**config.mk**
```make
export PLATFORM = sky130hd
export DESIGN_NAME = stopwatch_timer
export DESIGN_NICKNAME = d
export VERILOG_FILES = /design/src/rtl/stopwatch_timer.sv
export SDC_FILE = /design/constraint.sdc
export NUM_CORES = 1
export LEC_CHECK = 0
export BUFFER_PORTS_ARGS = -buffer_cell sky130_fd_sc_hd__buf_2
export CAP_MARGIN = 15
export CORE_AREA = 4 4 90 92
export DETAILED_ROUTE_END_ITERATION = 12
export DIE_AREA = 0 0 94 96
export GPL_ROUTABILITY_DRIVEN = 1
export PLACE_DENSITY = 0.6
export RECOVER_POWER = 100
export SLEW_MARGIN = 20
export SYNTH_ARGS = -nofsm -noshare
export SYNTH_HDL_FRONTEND = slang
export SYNTH_SLANG_ARGS = --single-unit
```
**constraint.sdc**
```tcl
create_clock -name clk -period 2.5 [get_ports clk]
set_input_delay 0.25 -clock clk [delete_from_list [all_inputs] [get_ports clk]]
set_output_delay 0.25 -clock clk [all_outputs]
set_load 0.01 [all_outputs]
```
**src/rtl/stopwatch_timer.sv**
```systemverilog
// stopwatch_timer: count-up stopwatch with packed-BCD HH:MM:SS, start/stop,
// clear and lap freeze. Saturates at HOUR_MAX:59:59 and raises overflow.
// Display fields use the same BCD layout as the countdown timer.
module stopwatch_timer #(
  parameter logic [7:0] HOUR_MAX = 8'h99
) (
  input  logic       clk,
  input  logic       rst,
  input  logic       tick_1hz,
  input  logic       start_stop,
  input  logic       clear,
  input  logic       lap,
  output logic [7:0] hour_out,
  output logic [7:0] minute_out,
  output logic [7:0] second_out,
  output logic       running,
  output logic       lap_active,
  output logic       overflow
);

  typedef enum logic [1:0] {
    IDLE  = 2'd0,
    RUN   = 2'd1,
    PAUSE = 2'd2
  } state_t;

  state_t     state;
  logic [7:0] hours, minutes, seconds;
  logic [7:0] lap_hours, lap_minutes, lap_seconds;
  logic [7:0] hours_inc, minutes_inc, seconds_inc;
  logic       sec_wrap, min_wrap, at_max, count_en;

  // Add one to a packed-BCD byte; the caller handles wrap at 59.
  function automatic logic [7:0] bcd_inc(input logic [7:0] v);
    if (v[3:0] == 4'd9) return {v[7:4] + 4'd1, 4'd0};
    else                return {v[7:4], v[3:0] + 4'd1};
  endfunction

  // Next live count for a one-second tick, rippling carries digit by digit.
  // NOTE: every output of this block is assigned on every path, so no latch is inferred.
  always_comb begin
    sec_wrap    = (seconds == 8'h59);
    min_wrap    = (minutes == 8'h59);
    at_max      = (hours == HOUR_MAX) && sec_wrap && min_wrap;
    count_en    = (state == RUN) && tick_1hz;
    seconds_inc = sec_wrap ? 8'h00 : bcd_inc(seconds);
    minutes_inc = minutes;
    hours_inc   = hours;
    if (sec_wrap) begin
      minutes_inc = min_wrap ? 8'h00 : bcd_inc(minutes);
      if (min_wrap) hours_inc = bcd_inc(hours);
    end
  end

  // Control FSM, live counter, lap register and registered display outputs.
  // NOTE: state is written with non-blocking assignments so every decision in
  // this block sees the values registered at the start of the cycle.
  always_ff @(posedge clk) begin
    if (rst) begin
      state       <= IDLE;
      hours       <= 8'h00;
      minutes     <= 8'h00;
      seconds     <= 8'h00;
      lap_hours   <= 8'h00;
      lap_minutes <= 8'h00;
      lap_seconds <= 8'h00;
      hour_out    <= 8'h00;
      minute_out  <= 8'h00;
      second_out  <= 8'h00;
      running     <= 1'b0;
      lap_active  <= 1'b0;
      overflow    <= 1'b0;
    end else begin
      // Display trails the counter/lap registers by one cycle.
      hour_out   <= lap_active ? lap_hours   : hours;
      minute_out <= lap_active ? lap_minutes : minutes;
      second_out <= lap_active ? lap_seconds : seconds;

      if (clear) begin
        state       <= IDLE;
        hours       <= 8'h00;
        minutes     <= 8'h00;
        seconds     <= 8'h00;
        lap_hours   <= 8'h00;
        lap_minutes <= 8'h00;
        lap_seconds <= 8'h00;
        running     <= 1'b0;
        lap_active  <= 1'b0;
        overflow    <= 1'b0;
      end else begin
        if (count_en) begin
          if (at_max) begin
            // Saturate: hold the count and park in PAUSE until cleared.
            overflow <= 1'b1;
            state    <= PAUSE;
            running  <= 1'b0;
          end else begin
            hours   <= hours_inc;
            minutes <= minutes_inc;
            seconds <= seconds_inc;
          end
        end

        if (start_stop && !overflow) begin
          if (state == RUN) begin
            state   <= PAUSE;
            running <= 1'b0;
          end else begin
            state   <= RUN;
            running <= 1'b1;
          end
        end

        // Lap capture takes the pre-increment count when a tick coincides.
        if (lap) begin
          if (state == RUN) begin
            if (!lap_active) begin
              lap_hours   <= hours;
              lap_minutes <= minutes;
              lap_seconds <= seconds;
              lap_active  <= 1'b1;
            end else begin
              lap_active <= 1'b0;
            end
          end else if (state == PAUSE && lap_active) begin
            lap_active <= 1'b0;
          end
        end
      end
    end
  end

endmodule
```
==> flow_summary.ini <==
[clock_tree]
tritoncts = yes
post-cts-setup-buffers = 0
cts_hold_buffers = 0
worstSkewPairLatency_ns = 0.34
numCtsBuffers = 9
clock_sinks = 76
clk_path_buf_depth = 2
root_buffer = clkbuf_8
cts_resized = 0
path_clk_slew_ns = 0.07
cts_htree_levels = 3

[layout]
synthToLayoutAreaGrowth_pct = 10.9
nets = 416
stdcell_count = 501
diodes = 0
drive_above_1_share_pct = 8.71

[critical_path]
worstSetupPathType = flop to flop
reg2reg_depth = 6
critical_path_required_ns = 2.76
r2r_end = hours[6]
crit_fanout = 13
ff2ff_setup_slack_ns = 0.45
worstPathCellList = ha_1 -> and3b_1 -> nand4_1 -> buf_4 -> or4_1 -> a21oi_1
reg2reg_from = minutes[0]
end_kind = flop
cp_data_arrival_time_ns = 2.32
start_kind = flop
critPathCapture = hours[6]
critPathLaunch = minutes[0]
critical_path.max_stage_delay_ns = 0.50
slowest_stage = or4_1

[routing]
routed_via_density = 5.20
routedWlPerCell_um = 13.2
wl_um = 6610
first_iter_violations = 79
firstDrtPassIters = 4
vias = 2605
drc = 0
ant_nets = 0

[outcome]
status = completed

[global_route]
grt_pass1_wl_um = 11600
gr-total-overflow = 0
antenna_found_initial = 0
grt_pass1_vias = 2432
grt_start_max_net_pins = 28
grt_usage_pct = 16.5

[logic_synthesis]
ys_top_cells_by_area = dfxtp_1 47%, mux2i_1 8.3%, nand2_1 7.5%
ys.flop_type = dfxtp_1
ys_warn_count = 0
netlist.area_leader.share_pct = 46.9
ys_ff_latch = 76
synth_common_cells = 76 x dfxtp_1, 65 x nand2_1, 39 x a21oi_1, 32 x nor2_1, 27 x mux2i_1
netlist_area_sq_um = 3240
synth-async-reset-ratio_pct = 0
ys_seq_area_share_pct = 46.9
syn_avg_cell_area_sq_um = 8.77
synthCells = 370
synth_cell_types = 42
synth_area_leader_cell = dfxtp_1
syn_nets = 386
synth_most_common_cell = dfxtp_1
synth_edf_count = 0

[timing]
setup_viol = 0
grt_setup_unrepaired = false
fin_crit_sh_pct = 82.1
maxSlewViolCount = 0
hold_viol_final = 0
clock.fmax_ghz = 0.487
min_period_ns = 2.05
slew_headroom_pct = 22.5
tns_ns = 0
max_slew.worst_pin.slew_ns = 1.16
finalClockSkew_ns = 0.00573

[placed_design]
gp_congestion = 0.803
dp_hpwl_um = 4300
io_buffers = 32
placed_cells = 488

[floorplanning]
die_w_um = 94
die_area_sq_um = 9020
pin_count = 33
start_util_pct = 45.0
rows = 31
core_sq_um = 7210
die-height_um = 96

[pwr]
vdd_ir_drop_max_v = 0.000255
p_per_area_nw_per_um2 = 567
p_leak_nw = 1.19

[min_path]
whs_path_depth = 3
hp-class = input pin to flop

[flow_run]
cap_viol_max_count = 0
## state kept, by name, summed over array words and instances (netlist names)
name,count
state,1
second_out,8
minute_out,8
seconds,8
hours,8
running,1
minutes,8
overflow,1
lap_seconds,8
hour_out,8
lap_hours,8
lap_active,1
lap_minutes,8
## layout make-up
class	instances	area, sq um
clock buffer	9	124
multi-input combinational	264	1580
inverter	5	18.8
tap	99	124
timing repair buffer	44	206
fill	725	3620
sequential	76	1520
clock inverter	4	20.0
## cells in the final DEF, fill, tap and decap left out, types with 3 or more instances in the layout
cell type  instances
a31o_2             3
ha_1              10
clkbuf_1          29
buf_4              9
a21oi_1           39
nand3_1            7
nand2b_1           3
nor4_1             3
and3b_1            7
o31ai_1            5
inv_1              5
buf_2              5
nand2_1           65
nand3b_1           5
clkinv_2           4
a31oi_1            3
nor3_1             6
or4_1              6
clkbuf_8           9
mux2i_1           27
o21ai_0           10
dfxtp_1           76
and2_1             3
or3_1              6
nor2_1            32
## how the worst min path moves through the flow
stage	start	to	slack (ns)
final	clear	hours[4]	0.21
after global routing	clear	hours[5]	0.21
after CTS	clear	hours[4]	0.20
after detailed placement	lap_hours[6]	lap_hours[6]	0.45
after global placement	lap_seconds[6]	lap_seconds[6]	0.44
after floorplan	clear	hours[5]	0.43
## worst max-delay path: cells and delay by family (launching register included)
kind	cells	cell delay (ns)
AO/OA/AOI/OAI	1	0.16
adder cells (fa/ha/maj)	1	0.23
buffers and inverters	1	0.20
flip-flops	1	0.45
AND/OR/NAND/NOR	3	0.92
## power by group
| part | switching, W | internal, W | total (W) |
|---|---|---|---|
| registers | 0.00000239 | 0.00121 | 0.00121 |
| clock network | 0.000422 | 0.000337 | 0.000759 |
| logic | 0.0000472 | 0.0000211 | 0.0000683 |
## kinds of logic (layout without fill, tap and decap cells)
| group | Yosys count | after routing | synth area share, % |
|---|---|---|---|
| muxes | 27 | 27 | 8.33 |
| and+or+nand+nor | 158 | 158 | 24.2 |
| AOI/OAI and AO/OA | 69 | 69 | 12.5 |
| buffers and inverters | 30 | 62 | 4.21 |
| DFF | 76 | 76 | 46.9 |
| adders and majority gates | 10 | 10 | 3.86 |
## stage by stage
step	utilization, %	power [W]	area [sq um]	worst slack, ns	hold slack, ns
finish	49.9	0.00204	3600	0.448	0.211
global route	49.9	0.00213	3600	0.280	0.213
CTS	50.5	0.00207	3640	0.446	0.195
detailed placement	48.5	0.00131	3500	0.484	0.447
global placement	48.5	0.00131	3500	0.561	0.441
floorplan	-	0.00128	3240	0.643	0.433
## routing by layer
layer | track usage (%) | vias to the layer above | wire length, um
met4 | 6.26 | 0 | 51
met1 | 21.5 | 1222 | 3290
met2 | 26.3 | 35 | 3050
met3 | 4.30 | 5 | 218
met5 | 0 | - | 0
li1 | - | 1343 | -
No activity file was read; power rests on OpenSTA's default activity.
